## src/rtl/io_mmio_port_if.sv

```systemverilog
// Core data-bus connection for io_mmio_port: single-cycle request, registered
// one-cycle acknowledge carrying read data and an error flag.
interface io_mmio_port_if;
    logic        bus_req;
    logic        bus_we;
    logic [31:0] bus_addr;
    logic [31:0] bus_wdata;
    logic [31:0] bus_rdata;
    logic        bus_ack;
    logic        bus_err;

    modport master (
        output bus_req, bus_we, bus_addr, bus_wdata,
        input  bus_rdata, bus_ack, bus_err
    );

    modport slave (
        input  bus_req, bus_we, bus_addr, bus_wdata,
        output bus_rdata, bus_ack, bus_err
    );
endinterface

```

## src/rtl/io_mmio_port.sv

```systemverilog
// io_mmio_port: memory-mapped responder exposing synchronised operand pins as
// read-only registers and driving a core-written result word onto output pins.
module io_mmio_port #(
    parameter logic [31:0] BASE_ADDR   = 32'h0000_7F00,
    parameter int          OPR_W       = 8,
    parameter int          RES_W       = 16,
    parameter int          SYNC_STAGES = 2
) (
    input  logic             base_clk,
    input  logic             reset,
    input  logic [OPR_W-1:0] opr1,
    input  logic [OPR_W-1:0] opr2,
    output logic [RES_W-1:0] result,
    output logic             result_valid,
    io_mmio_port_if.slave    mmio
);
    localparam logic [1:0] IDX_OPR1 = 2'd0;
    localparam logic [1:0] IDX_OPR2 = 2'd1;
    localparam logic [1:0] IDX_RES  = 2'd2;
    localparam logic [1:0] IDX_STAT = 2'd3;

    function automatic logic [7:0] sat_inc8(input logic [7:0] v);
        return (v == 8'hFF) ? v : v + 8'd1;
    endfunction

    logic [OPR_W-1:0] opr1_sync_q [SYNC_STAGES];
    logic [OPR_W-1:0] opr2_sync_q [SYNC_STAGES];
    logic [OPR_W-1:0] opr1_s, opr2_s;
    logic [OPR_W-1:0] opr1_prev_q, opr2_prev_q;

    logic [RES_W-1:0] result_q, result_d;
    logic             valid_q, valid_d;
    logic             chg_q, chg_d;
    logic [7:0]       wcnt_q, wcnt_d;
    logic             ack_q, ack_d;
    logic             err_q, err_d;
    logic [31:0]      rdata_q, rdata_d;

    logic       hit;
    logic [1:0] idx;
    logic       opr_chg;
    logic       unused_bits;

    assign opr1_s  = opr1_sync_q[SYNC_STAGES-1];
    assign opr2_s  = opr2_sync_q[SYNC_STAGES-1];
    assign hit     = mmio.bus_req && (mmio.bus_addr[31:4] == BASE_ADDR[31:4]);
    assign idx     = mmio.bus_addr[3:2];
    assign opr_chg = (opr1_s != opr1_prev_q) || (opr2_s != opr2_prev_q);
    // Byte offset and the upper write-data bits carry no meaning here.
    assign unused_bits = ^{mmio.bus_addr[1:0], mmio.bus_wdata};

    always_ff @(posedge base_clk or negedge reset) begin
        if (!reset) begin
            for (int i = 0; i < SYNC_STAGES; i++) begin
                opr1_sync_q[i] <= '0;
                opr2_sync_q[i] <= '0;
            end
            opr1_prev_q <= '0;
            opr2_prev_q <= '0;
        end else begin
            opr1_sync_q[0] <= opr1;
            opr2_sync_q[0] <= opr2;
            for (int i = 1; i < SYNC_STAGES; i++) begin
                opr1_sync_q[i] <= opr1_sync_q[i-1];
                opr2_sync_q[i] <= opr2_sync_q[i-1];
            end
            opr1_prev_q <= opr1_s;
            opr2_prev_q <= opr2_s;
        end
    end

    always_comb begin
        ack_d    = hit;
        err_d    = 1'b0;
        rdata_d  = '0;
        result_d = result_q;
        valid_d  = valid_q;
        wcnt_d   = wcnt_q;
        chg_d    = chg_q;
        if (hit) begin
            if (mmio.bus_we) begin
                case (idx)
                    IDX_OPR1, IDX_OPR2: err_d = 1'b1;
                    IDX_RES: begin
                        result_d = mmio.bus_wdata[RES_W-1:0];
                        valid_d  = 1'b1;
                        wcnt_d   = sat_inc8(wcnt_q);
                    end
                    default: begin
                        if (mmio.bus_wdata[1]) valid_d = 1'b0;
                    end
                endcase
            end else begin
                case (idx)
                    IDX_OPR1: rdata_d = 32'(opr1_s);
                    IDX_OPR2: rdata_d = 32'(opr2_s);
                    IDX_RES:  rdata_d = 32'(result_q);
                    default: begin
                        rdata_d = {16'h0000, wcnt_q, 6'b000000, valid_q, chg_q};
                        chg_d   = 1'b0;
                    end
                endcase
            end
        end
        // A fresh operand change must not be lost to a simultaneous clear-on-read.
        if (opr_chg) chg_d = 1'b1;
    end

    always_ff @(posedge base_clk or negedge reset) begin
        if (!reset) begin
            result_q <= '0;
            valid_q  <= 1'b0;
            chg_q    <= 1'b0;
            wcnt_q   <= '0;
            ack_q    <= 1'b0;
            err_q    <= 1'b0;
            rdata_q  <= '0;
        end else begin
            result_q <= result_d;
            valid_q  <= valid_d;
            chg_q    <= chg_d;
            wcnt_q   <= wcnt_d;
            ack_q    <= ack_d;
            err_q    <= err_d;
            rdata_q  <= rdata_d;
        end
    end

    assign result         = result_q;
    assign result_valid   = valid_q;
    assign mmio.bus_ack   = ack_q;
    assign mmio.bus_err   = err_q;
    assign mmio.bus_rdata = rdata_q;
endmodule

```

## src/flat_wrapper.sv

```systemverilog
// flat-port wrapper written by rule: the top's interface ports become plain ports
module io_mmio_port_flat 
#(
    parameter logic [31:0] BASE_ADDR   = 32'h0000_7F00,
    parameter int          OPR_W       = 8,
    parameter int          RES_W       = 16,
    parameter int          SYNC_STAGES = 2
)
  (base_clk, reset, opr1, opr2, result, result_valid, mmio_bus_req, mmio_bus_we, mmio_bus_addr, mmio_bus_wdata, mmio_bus_rdata, mmio_bus_ack, mmio_bus_err);
  io_mmio_port_if mmio_i ();
  input  logic base_clk;
  input  logic reset;
  input  logic [OPR_W-1:0] opr1;
  input  logic [OPR_W-1:0] opr2;
  output logic [RES_W-1:0] result;
  output logic result_valid;
  input wire logic [$bits(mmio_i.bus_req)-1:0] mmio_bus_req;
  input wire logic [$bits(mmio_i.bus_we)-1:0] mmio_bus_we;
  input wire logic [$bits(mmio_i.bus_addr)-1:0] mmio_bus_addr;
  input wire logic [$bits(mmio_i.bus_wdata)-1:0] mmio_bus_wdata;
  output wire logic [$bits(mmio_i.bus_rdata)-1:0] mmio_bus_rdata;
  output wire logic [$bits(mmio_i.bus_ack)-1:0] mmio_bus_ack;
  output wire logic [$bits(mmio_i.bus_err)-1:0] mmio_bus_err;
  assign mmio_i.bus_req = mmio_bus_req;
  assign mmio_i.bus_we = mmio_bus_we;
  assign mmio_i.bus_addr = mmio_bus_addr;
  assign mmio_i.bus_wdata = mmio_bus_wdata;
  assign mmio_bus_rdata = mmio_i.bus_rdata;
  assign mmio_bus_ack = mmio_i.bus_ack;
  assign mmio_bus_err = mmio_i.bus_err;
  io_mmio_port #(.BASE_ADDR(BASE_ADDR), .OPR_W(OPR_W), .RES_W(RES_W), .SYNC_STAGES(SYNC_STAGES)) u_core (.base_clk(base_clk), .reset(reset), .opr1(opr1), .opr2(opr2), .result(result), .result_valid(result_valid), .mmio(mmio_i));
endmodule
```

## config.mk

```make
export PLATFORM = sky130hd
export DESIGN_NAME = io_mmio_port_flat
export DESIGN_NICKNAME = d
export VERILOG_FILES = /design/src/rtl/io_mmio_port_if.sv /design/src/rtl/io_mmio_port.sv /design/src/flat_wrapper.sv
export SDC_FILE = /design/constraint.sdc
export NUM_CORES = 1
export LEC_CHECK = 0
export CAP_MARGIN = 20
export CORE_MARGIN = 2
export CORE_UTILIZATION = 45
export CTS_BUF_LIST = sky130_fd_sc_hd__clkbuf_4
export CTS_CLUSTER_SIZE = 25
export DETAILED_ROUTE_END_ITERATION = 6
export PLACE_DENSITY_LB_ADDON = 0.3
export SYNTH_ARGS = -nofsm -noshare
export SYNTH_HDL_FRONTEND = slang
export SYNTH_SLANG_ARGS = --single-unit
```

## constraint.sdc

```tcl
create_clock -name base_clk -period 1.9 [get_ports base_clk]
set_clock_uncertainty 0.1 [all_clocks]
set_input_delay 0.38 -clock base_clk [delete_from_list [all_inputs] [get_ports base_clk]]
set_output_delay 0.38 -clock base_clk [all_outputs]
set_load 0.05 [all_outputs]
```

==> key figures <==
Drt
  • Routed length per instance: about 15 µm
  • Drt pass-1 iters: 4
  • First-iteration detailed-routing DRC count: 87
  • DRC viols: 0
  • Detail Route Antenna Nets: 0
  • DR vias/cell: 4.800
  • Vias: 2,323
  • Post-Route WL: 7407 µm

GRT
  • Initial antenna violation count: 0
  • GRT Total Usage: 0.1911
  • Largest net degree at the start of global routing: 42
  • Congestion Overflow GR: 0
  • Number of global-route vias before repair: 2,449
  • First-pass GRT wire length: 12,340 µm

Worst setup path
  • CP Launch Type: input pin
  • Worst path required time: 2.12 ns
  • Critical Path Fanout Max: 11
  • Critical path class: input pin to flip-flop
  • CP arrival: 2.08 ns
  • Crit path capture type: flip-flop

Floorplanning
  • Starting density of the core: 0.4598
  • Std cell rows: 32
  • Vert. Die Dim: between 90 and 100 µm
  • Die ar.: around 8600 µm²
  • Ports: 135
  • Core box area: 7687 µm²
  • Die W: between 90 and 100 µm

Synth
  • Post-synth top area share: 0.6513
  • Ys flop type: dfrtp_1
  • Xor/xnor share of the synthesized area: 0.05204
  • Mapped cell area: ~3500 µm²
  • Asr flop ratio synth: 1.000
  • Post-synthesis adder-cell area fraction: 0.003540
  • Post-synthesis mux area share: 0.1129
  • Mean Syn Cell Area: 14.14 µm²
  • Most frequent cells after synthesis: 92 x dfrtp_1, 21 x nor2_1, 17 x mux2_2
  • Compound-Gate Fraction of Synth Area: 0.01274
  • Synth unique cells: 38
  • Count leader, synth: dfrtp_1
  • Synth area leader: dfrtp_1
  • Number of synthesized flops with an enable pin: 0
  • Simple-gate share of the synthesized area: 0.1143
  • Syn. warnings: 0
  • Sequential cell area fraction in the yosys report: 0.6513
  • Seq cells post-synth: 92
  • Mapped Cells: 250
  • Cells taking the most area after synthesis: dfrtp_1 65%, mux2_2 5.4%, mux2i_1 4.0%
  • Largest family of logic cells by synthesized area: simple AND/OR/NAND/NOR gates

Place
  • I/O Buffers: 100
  • Placement Setup Slack: -0.6635 ns
  • Detailed Place HPWL: between 5000 and 6000 µm
  • Routability congestion estimate: 0.7908

Timing
  • Worst-Margin Slew: 0.5334 ns
  • FMAX: 537.8 MHz
  • Number of max-slew violations in the final report: 0
  • Setup slack after layout: around 0.040 ns
  • Final Hold Fails: 0
  • Slew Limit Headroom: 0.6444
  • Crit path time final: 1.860 ns
  • Final setup fails: 0
  • Final worst path period share: 0.9787

Clocking
  • CTS Buf Count: 9
  • CTS sink cnt: between 90 and 100
  • Clock transition at path regs: 0.15 ns
  • CTS H-tree depth: 3
  • Root Driver: clkbuf_4
  • CTS tree: built
  • Clock latency on the worst-skew pair: 0.43 ns
  • Worst-case clock buffer depth: 2

Power
  • Clock group share of total power: 0.319
  • Seq pwr share: 0.582
  • VDD IR-drop max: 0.4050 mV
  • Total Power: 3.506 mW
  • Combinational share of power: 0.099
  • Power Internal: 2.601 mW
  • Sw frac: 0.2581
  • Power density over the cells: ~700 nW/µm²
  • Sw Pwr: 0.9050 mW
  • Static leakage: 2.355 nW

Worst hold path
  • Worst Hold Class: input pin to flip-flop

Job
  • Max Cap Violations: 0

Run status
  • Status: completed

Finish
  • ANT cells: 0
  • Nets@finish: 462
  • Area grow syn2layout: 40.14%
  • Layout cells sized above 1: 0.3298
-- through the flow --
stage,instances,util,cell area [µm²],hold slack (ns),TNS [ns]
final,484,0.6444,4954,0.2653,0
after global routing,484,0.6444,4954,0.2289,-0.008288
after CTS,485,0.6455,4962,0.2350,0
after detailed placement,463,0.6144,4723,0.2347,-24.36
after global placement,463,0.6144,4723,0.2328,-22.39
after floorplan,265,-,3685,-0.01559,-1.674
-- cell families (layout without fill, tap and decap cells) --
| kind of cell | Yosys count | in the layout |
|---|---|---|
| adders and majority gates | 1 | 1 |
| muxes | 35 | 35 |
| AOI/OAI and AO/OA | 9 | 9 |
| other | 1 | 16 |
| xor gates and xnor gates | 21 | 21 |
| and+or+nand+nor | 65 | 65 |
| buffers and inverters | 26 | 143 |
| DFF | 92 | 92 |
-- cell usage in the layout (no fill, tap or decap), types with 2 or more instances in the layout --
cell	netlist	final
dfrtp_1	92	92
buf_4	16	52
clkdlybuf4s50_1	0	35
nor2_1	21	20
mux2_4	0	19
xnor2_1	16	16
conb_1	1	16
mux2i_1	14	14
dlygate4sd2_1	0	10
nand4_1	9	9
clkbuf_4	0	9
clkbuf_2	0	8
a21oi_1	6	6
nand2_1	5	5
xor2_1	5	5
clkdlybuf4s15_1	0	5
buf_6	2	4
inv_1	3	3
nor2b_1	3	3
nand3_1	3	3
o21ai_0	3	3
buf_2	0	3
buf_12	0	3
nor4_2	1	2
nor4b_4	0	2
and2b_2	2	2
mux4_2	2	2
nor4_4	1	2
nor3_1	4	2
nor3_4	0	2
inv_6	0	2
inv_8	0	2
-- worst paths after layout --
check	start	to	slack, ns	depth (start not counted)
max	mmio_bus_addr[28]	u_core.wcnt_q[6]	0.04	7
min	opr1[3]	u_core.opr1_sync_q[11]	0.27	1
max reg2reg	u_core.wcnt_q[1]	u_core.wcnt_q[0]	0.23	6
min reg2reg	u_core.opr1_sync_q[14]	u_core.opr1_s[6]	0.27	0
max in group asynchronous	reset	u_core.result[15]	0.78	3
min in group asynchronous	reset	u_core.opr1_sync_q[10]	0.35	2
-- per-layer routing --
layer,routed length [µm],GRT usage,share of wire
met4,118,0.07108,0.016
met5,0,0,0
met2,3575,0.3029,0.48
met1,3245,0.2609,0.44
met3,468,0.04231,0.063
-- sequential cells by signal (all words and copies together), names as in the netlist --
signal                 count
u_core.chg_q               1
u_core.result_valid        1
u_core.mmio.bus_ack        1
u_core.mmio.bus_rdata     16
u_core.opr2_prev_q         8
u_core.result             16
u_core.opr1_sync_q         8
u_core.opr2_sync_q         8
u_core.wcnt_q              8
u_core.opr2_s              8
u_core.opr1_s              8
u_core.mmio.bus_err        1
u_core.opr1_prev_q         8
-- power groups by stage --
| stage | clock, mW | sequential (mW) | combinational [mW] |
|---|---|---|---|
| 2_1_floorplan | 0 | 2.07 | 0.178 |
| 3_3_place_gp | 0 | 2.07 | 0.357 |
| 3_5_place_dp | 0 | 2.08 | 0.362 |
| 4_1_cts | 1.14 | 2.04 | 0.349 |
| 5_1_grt | 1.25 | 2.05 | 0.380 |
| 6_report | 1.12 | 2.04 | 0.348 |
-- layout make-up --
| cell class | count | area, µm² |
|---|---|---|
| inverters | 3 | 11.26 |
| flip-flops and latches | 92 | 2302 |
| repair buffers | 124 | 1102 |
| fillers | 597 | 2734 |
| multi-input cells | 147 | 1261 |
| clock buffers | 9 | 67.56 |
| well taps | 102 | 127.6 |
| clock inverters | 7 | 81.33 |
-- worst max-delay path, stage by stage --
cell and delay, ns:
dlygate4sd2_1 0.24, nor3_2 0.17, nand4_1 0.12, or3_4 0.41, buf_6 0.17, nor4_4 0.27
mux2_4 0.32
-- what timing repair did --
| action | in CTS | in global routing |
|---|---|---|
| buffers inserted | 5 | 0 |
| hold buffers | 1 | 0 |
| gates cloned | 1 | 0 |
| pin swaps | 12 | 11 |
| endpoints found under the hold margin | 38 | 0 |
| gates resized for setup | 69 | 21 |
| endpoints found under the setup margin | 32 | 22 |
Note: power is estimated with default switching activity, not from simulation.
